<file path="src/rtl/msg_ram_arbiter.sv">
// rtl/msg_ram_arbiter.sv - message RAM arbiter: clear sweep, write/read grants, address limit
// Optional ARB_RR_EN: round-robin write/read contention instead of fixed write-over-read priority.
module msg_ram_arbiter #(
  parameter int ADDR_W = 8,
  parameter int DATA_W = 16,
  parameter int LIMIT  = 160
) (
  input  logic              sysclk,
  input  logic              reset,
  input  logic              clr_req,
  output logic              clr_busy,
  output logic              clr_done,
  input  logic              wr_req,
  input  logic [ADDR_W-1:0] wr_addr,
  input  logic [DATA_W-1:0] wr_data,
  output logic              wr_gnt,
  output logic              wr_drop,
  input  logic              rd_req,
  input  logic [ADDR_W-1:0] rd_addr,
  output logic              rd_gnt,
  output logic [DATA_W-1:0] rd_data,
  output logic              rd_valid,
  output logic              ram_we,
  output logic [ADDR_W-1:0] ram_addr,
  output logic [DATA_W-1:0] ram_din,
  input  logic [DATA_W-1:0] ram_dout
);

  typedef enum logic {
    ST_IDLE,
    ST_CLEAR
  } state_t;

  localparam logic [ADDR_W:0] LIMIT_EXT = LIMIT[ADDR_W:0];

  state_t            state;
  state_t            state_nxt;
  logic [ADDR_W:0]   sweep_cnt;
  logic [ADDR_W:0]   sweep_cnt_nxt;
  logic              sweep_end;
  logic              sweep_we;
  logic              arb_busy;
  logic              grant_wr;
  logic              grant_rd;
  logic              wr_in_range;
  logic [DATA_W-1:0] rd_hold;

`ifdef ARB_RR_EN
  logic              prio_wr;
`endif

  // Extra counter bit marks "address 2^ADDR_W-1 already written".
  assign sweep_end   = sweep_cnt[ADDR_W];
  assign wr_in_range = ({1'b0, wr_addr} < LIMIT_EXT);
  // A grant occupies its cycle; no new winner is picked while any gnt is high.
  assign arb_busy    = wr_gnt | rd_gnt;
  assign clr_busy    = (state == ST_CLEAR);
  assign rd_data     = rd_valid ? ram_dout : rd_hold;

  always_ff @(posedge sysclk) begin
    if (reset) begin
      state     <= ST_CLEAR;
      sweep_cnt <= '0;
    end else begin
      state     <= state_nxt;
      sweep_cnt <= sweep_cnt_nxt;
    end
  end

  always_comb begin
    state_nxt     = state;
    sweep_cnt_nxt = sweep_cnt;
    sweep_we      = 1'b0;
    grant_wr      = 1'b0;
    grant_rd      = 1'b0;
    case (state)
      ST_IDLE: begin
        if (clr_req) begin
          state_nxt     = ST_CLEAR;
          sweep_cnt_nxt = '0;
        end else if (!arb_busy) begin
`ifdef ARB_RR_EN
          if (wr_req && rd_req) begin
            grant_wr = prio_wr;
            grant_rd = ~prio_wr;
          end else begin
            grant_wr = wr_req;
            grant_rd = rd_req;
          end
`else
          grant_wr = wr_req;
          grant_rd = rd_req & ~wr_req;
`endif
        end
      end
      ST_CLEAR: begin
        if (sweep_end) begin
          state_nxt     = ST_IDLE;
          sweep_cnt_nxt = '0;
        end else begin
          sweep_we      = 1'b1;
          sweep_cnt_nxt = sweep_cnt + 1'b1;
        end
      end
      default: begin
        state_nxt     = ST_CLEAR;
        sweep_cnt_nxt = '0;
      end
    endcase
  end

  always_ff @(posedge sysclk) begin
    if (reset) begin
      wr_gnt   <= 1'b0;
      wr_drop  <= 1'b0;
      rd_gnt   <= 1'b0;
      rd_valid <= 1'b0;
      clr_done <= 1'b0;
      ram_we   <= 1'b0;
      ram_addr <= '0;
      ram_din  <= '0;
      rd_hold  <= '0;
    end else begin
      wr_gnt   <= grant_wr;
      wr_drop  <= grant_wr & ~wr_in_range;
      rd_gnt   <= grant_rd;
      rd_valid <= rd_gnt;
      clr_done <= (state == ST_CLEAR) && sweep_end;
      ram_we   <= sweep_we | (grant_wr & wr_in_range);
      if (sweep_we) begin
        ram_addr <= sweep_cnt[ADDR_W-1:0];
        ram_din  <= '0;
      end else if (grant_wr) begin
        ram_addr <= wr_addr;
        ram_din  <= wr_data;
      end else if (grant_rd) begin
        ram_addr <= rd_addr;
      end
      if (rd_valid) begin
        rd_hold <= ram_dout;
      end
    end
  end

`ifdef ARB_RR_EN
  // Pointer favours whichever side was not granted last.
  always_ff @(posedge sysclk) begin
    if (reset) begin
      prio_wr <= 1'b1;
    end else if (grant_wr) begin
      prio_wr <= 1'b0;
    end else if (grant_rd) begin
      prio_wr <= 1'b1;
    end
  end
`endif

endmodule

</file>
<file path="config.mk">
export PLATFORM = sky130hd
export DESIGN_NAME = msg_ram_arbiter
export DESIGN_NICKNAME = d
export VERILOG_FILES = /design/src/rtl/msg_ram_arbiter.sv
export SDC_FILE = /design/constraint.sdc
export NUM_CORES = 1
export LEC_CHECK = 0
export CORE_MARGIN = 2
export CORE_UTILIZATION = 55
export DETAILED_ROUTE_END_ITERATION = 10
export DONT_BUFFER_PORTS = 1
export GPL_TIMING_DRIVEN = 0
export PLACE_DENSITY = 0.83
export SETUP_SLACK_MARGIN = 0.5
export SYNTH_ARGS = -nofsm -noshare
export SYNTH_HDL_FRONTEND = slang
export SYNTH_SLANG_ARGS = --single-unit
</file>
<file path="constraint.sdc">
create_clock -name sysclk -period 1.4 [get_ports sysclk]
set_input_delay 0.28 -clock sysclk [delete_from_list [all_inputs] [get_ports sysclk]]
set_output_delay 0.28 -clock sysclk [all_outputs]
set_load 0.005 [all_outputs]
</file>
* After elaboration in Yosys (flattened, before gate mapping) *
Cells that the tools add are included.

word-level totals
  register bits = 56
  input port bits = 53
  word-level logic and storage cells = 42

cells by class
  add/subtract/negate cells = 1
  $lt $le $gt $ge = 1
  eq/ne operators = 1
  muxes and demuxes = 17
  bitwise logic cells = 8
  reduce and logical (&&, ||, !) cells = 3

operators by type and width
  cell                                          count
  2-to-1 mux 8 bit                              3
  2-to-1 mux 9 bit                              2
  one-hot mux 9 bit (2 select lines)            1
  2-to-1 mux 16 bit                             1
  adder 9 x 1 -> 9 bit (second input constant)  1
  2-to-1 mux 1 bit                              9
  < comparator 8 bit (second input constant)    1
  bitwise AND 1 bit                             3
  NOT 1 bit                                     3
  nonzero test 3 bit                            1
  != test 2 bit (second input constant)         1
  bitwise OR 1 bit                              2
  one-hot mux 1 bit (2 select lines)            1
  OR reduction 2 bit                            1
  logical AND 1 bit                             1

* Longest topological paths before layout *
  word-level depth = 8
  gate-level depth with buffers = 6

* Worst setup path before layout *
Ideal clock, no wire load.

  kind = reg2reg
  start point = reg state (netlist: clr_busy)
  end point = reg ram_addr[6]
  library setup time = 131 ps
  arrival = 1413 ps
  data required time = 1269 ps
  setup slack = -144 ps
  cell stages (with the launch flop) = 6
  period minus slack after synthesis = 1544 ps
  cell sequence = dfxtp_1 > buf_6 > or4_1 > buf_6 > o311ai_2 > a211oi_1

between the ends
  longest elaborated chain between the ends = 3
  elaborated cells between the ends (all ways) = 6
  classes of those cells = mux (5); reduce/logical (1)

RTL lines
  what                    RTL line  RTL
  start, declared         36        state_t state;
  start signal, assigned  65        state <= state_nxt;
  2-to-1 mux 1 bit        76        case (state)
  2-to-1 mux 8 bit        133       end else if (grant_wr) begin
  2-to-1 mux 8 bit        130       if (sweep_we) begin
  end signal, assigned    131       ram_addr <= sweep_cnt[ADDR_W-1:0];
  end signal, assigned    134       ram_addr <= wr_addr;
  end signal, assigned    137       ram_addr <= rd_addr;
  end, declared           24        output logic [ADDR_W-1:0] ram_addr,

Parallel ways exist; a longest one is shown, timed or not.
A chain may end at the register's enable or synchronous reset.

* Final worst setup path *
  start point = reg rd_gnt
  end point = reg ram_addr[6]

between the ends
  longest elaborated chain between the ends = 6
  elaborated cells between the ends (all ways) = 10
  classes of those cells = mux (8); bitwise (1); reduce/logical (1)

RTL lines
  what                    RTL line  RTL
  start, declared         20        output logic rd_gnt,
  start signal, assigned  126       rd_gnt <= grant_rd;
  bitwise OR 1 bit *      56        assign arb_busy = wr_gnt | rd_gnt;
  2-to-1 mux 1 bit        81        end else if (!arb_busy) begin
  2-to-1 mux 1 bit        78        if (clr_req) begin
  2-to-1 mux 1 bit        76
  2-to-1 mux 8 bit        133
  2-to-1 mux 8 bit        130

Every way passes the cells marked *; elsewhere a longest branch is shown, timed or not.

==> flow_summary_export.csv <==
group,metric,value,unit
floorplanning,die-area,4730,sq um
route,vias,2250,
timing,tightest_slew,0.814,ns
synth,post_synth_inst_count,246,
pwr,max-vdd-ir-drop,952,uV
clock_tree,clock_latency,0.32,ns
critical_path,worst-path-max-fanout,5,
critical_path,criticalPathCategory,"flip-flop to flip-flop",
final_layout,layout.cells.most_common,"dfxtp_2",
route,wl_met1,2.85,mm
clock_tree,cts-buffers-inserted,5,
final_layout,areaGrowthSynthToFinish,46.3,%
clock_tree,cts.root.buffer_cell,"clkbuf_8",
floorplanning,chipHeight,68.8,microns
placement,gp_congestion,0.834,
critical_path,cp.arrival,1.77,ns
synth,ys_ff_latch,56,
timing,max-slew-margin-rel,45.8,%
placement,dpl.hpwl,3.94,mm
placement,io_buffers,0,
floorplanning,rows,23,
floorplanning,starting_utilization_of_the_core_area,57.3,%
route,met3RoutedLength,812,microns
critical_path,startpoint_type,"flip-flop",
timing,slew_viol_final,0,
floorplanning,floorplan.io_pins,100,
final_layout,drive_above_1_share,62.4,%
global_route,grt_usage,30.9,%
clock_tree,clkSinkCount,56,
route,wl_final,7.91,mm
synth,synth-seq-area-share,48.5,%
final_layout,most-common-layout-cells,"dfxtp_2 (34), buf_4 (19), buf_6 (17), dfxtp_1 (17)",
global_route,grt_antenna_before_repair,0,
timing,whs,0.00522,ns
route,route.detailed.vias_per_inst,6.62,
critical_path,worst_ep_required_time,1.60,ns
pwr,report.power.total,0.00273,W
route,antenna_left,0,
final_layout,n_antenna_cell,0,
timing,rsz0062_at_grt,"true",
timing,clock.fmax,0.637,GHz
critical_path,critPathCaptureType,"flip-flop",
pwr,leakage,1.22,nW
route,dr.pass1.iters,4,
floorplanning,coreArea,4030,sq um
timing,final-hold-violation-count,0,
synth,syn-cell-area,2310,sq um
global_route,grt_start_max_net_pins,20,
global_route,first_global_vias,2145,
synth,synth-warning-count,0,
synth,postSynthAreaPerCell,9.39,sq um
run,cap_viol_max_count,0,
synth,yosysUniqueCellTypes,38,
route,detail_route.iter0.violations,188,
route,topRoutingLayerUsed,"met4",
timing,timing.final.ws_setup,-0.169,ns
clock_tree,clkTransAtPathRegs,0.11,ns
clock_tree,cts_tree,"built",
floorplanning,die_x,68.8,microns
clock_tree,number_of_buffers_between_clock_root_and_the_deepest_sink,2,
worst_hold_path,worst_hold_path_type,"primary input to flip-flop",
run_status,run_status,"complete, but fails checks",
clock_tree,htreeDepth,2,
synth,synth.net_count,300,
global_route,grt_pass1_wl,10.6,mm
timing,fin_crit,1.57,ns
route,wire_per_inst,23.3,microns
route,post-route-drc-count,0,
pwr,cellPowerDensity,808,nW/um^2
global_route,grt-ovfl-total,0,
timing,setup_violations,45,
run_status,violations,"setup timing",
timing,fin_skew,0.00625,ns
route,route.met2.wl,3.79,mm
timing,final.setup.tns,-4.66,ns
final_layout,nNetsFinal,343,
timing,finalCritPeriodShare,112,%
==> logic make-up (layout without fill, tap and decap cells) <==
kind of cell | count (synthesis) | count (layout) | share of synthesized area (%)
compound gates | 74 | 74 | 19.5
simple gates | 68 | 68 | 16.9
flops | 56 | 56 | 48.5
buf+inv | 29 | 73 | 5.91
mux | 17 | 17 | 8.23
fa+ha+maj | 1 | 1 | 0.542
xor+xnor | 1 | 1 | 0.379
==> worst max-delay path, cell delays in order (launching register included) <==
cell	delay [ns]
dfxtp_4	0.38
or4_4	0.54
buf_8	0.17
o311ai_4	0.31
a211oi_2	0.05
==> flip-flops by register name (all words and copies together), names as in the netlist, 8 cells and up <==
| signal | cells |
|---|---|
| sweep_cnt | 9 |
| rd_hold | 16 |
| ram_din | 16 |
| ram_addr | 8 |
==> Yosys cell counts (all sizes together) <==
cell,n,area [sq um]
a211oi,1,7.51
a21oi,22,114
a221oi,7,61.3
a22oi,2,15.0
a31oi,3,18.8
a41oi,2,17.5
and2,16,100
and3,1,6.26
buf,9,61.3
clkbuf,10,37.5
dfxtp,56,1120
ha,1,12.5
inv,10,37.5
mux2,16,180
mux2i,1,10.0
nand2,7,26.3
nand2b,2,12.5
nand3,21,105
nand4,1,6.26
nor2,5,18.8
nor2b,2,12.5
nor3,5,30.0
nor4,1,21.3
o211ai,3,22.5
o21ai,26,134
o22ai,7,43.8
o311ai,1,16.3
or2,1,6.26
or3,1,6.26
or3b,1,8.76
or4,4,30.0
xor2,1,8.76
==> timing repair <==
| action | 4_1_cts | 5_1_grt |
|---|---|---|
| hold buffers | 0 | 0 |
| cloned | 4 | 2 |
| gates resized for setup | 86 | 52 |
| buffers inserted | 27 | 3 |
| setup endpoints to repair | 101 | 101 |
| pin swaps | 22 | 18 |
==> final cells by class <==
class | count | area, sq um
Sequential cell | 56 | 1180
Fill cell | 201 | 651
Buffer | 19 | 185
Clock inverter | 3 | 26.3
Clock buffer | 5 | 68.8
Multi-Input combinational cell | 161 | 1450
Timing Repair Buffer | 36 | 362
Inverter | 10 | 37.5
Tap cell | 50 | 62.6
==> where the power goes <==
part           total (W)  switching [W]  internal, W
Clock           0.000938       0.000572     0.000365
Combinational   0.000171       0.000105    0.0000653
Sequential       0.00162      0.0000201      0.00160
Total            0.00273       0.000698      0.00203
==> per-layer routing <==
metal	up-vias	global-route usage, %
met4	0	14.0
met3	44	6.82
met5	-	0
met1	1060	34.9
li1	978	-
met2	168	55.2
==> per-stage QoR <==
step / setup slack (ns) / area, sq um / utilization, % / cells
after floorplan: -0.000948 / 2480 / - / 246
after global placement: -0.149 / 2550 / 63.2 / 296
after detailed placement: -0.182 / 2550 / 63.2 / 296
after CTS: -0.161 / 3150 / 78.3 / 335
after global routing: -0.212 / 3380 / 83.9 / 340
final: -0.169 / 3380 / 83.9 / 340
==> worst paths after layout <==
path	cells past startpoint	from	slack, ns	end
max	4	rd_gnt	-0.17	ram_addr[6]
max reg2reg	4	rd_gnt	-0.17	ram_addr[6]
min reg2reg	2	ram_din[8]	0.47	ram_din[8]
min	1	reset	0.005	rd_gnt
(Power assumes the default switching activity.)
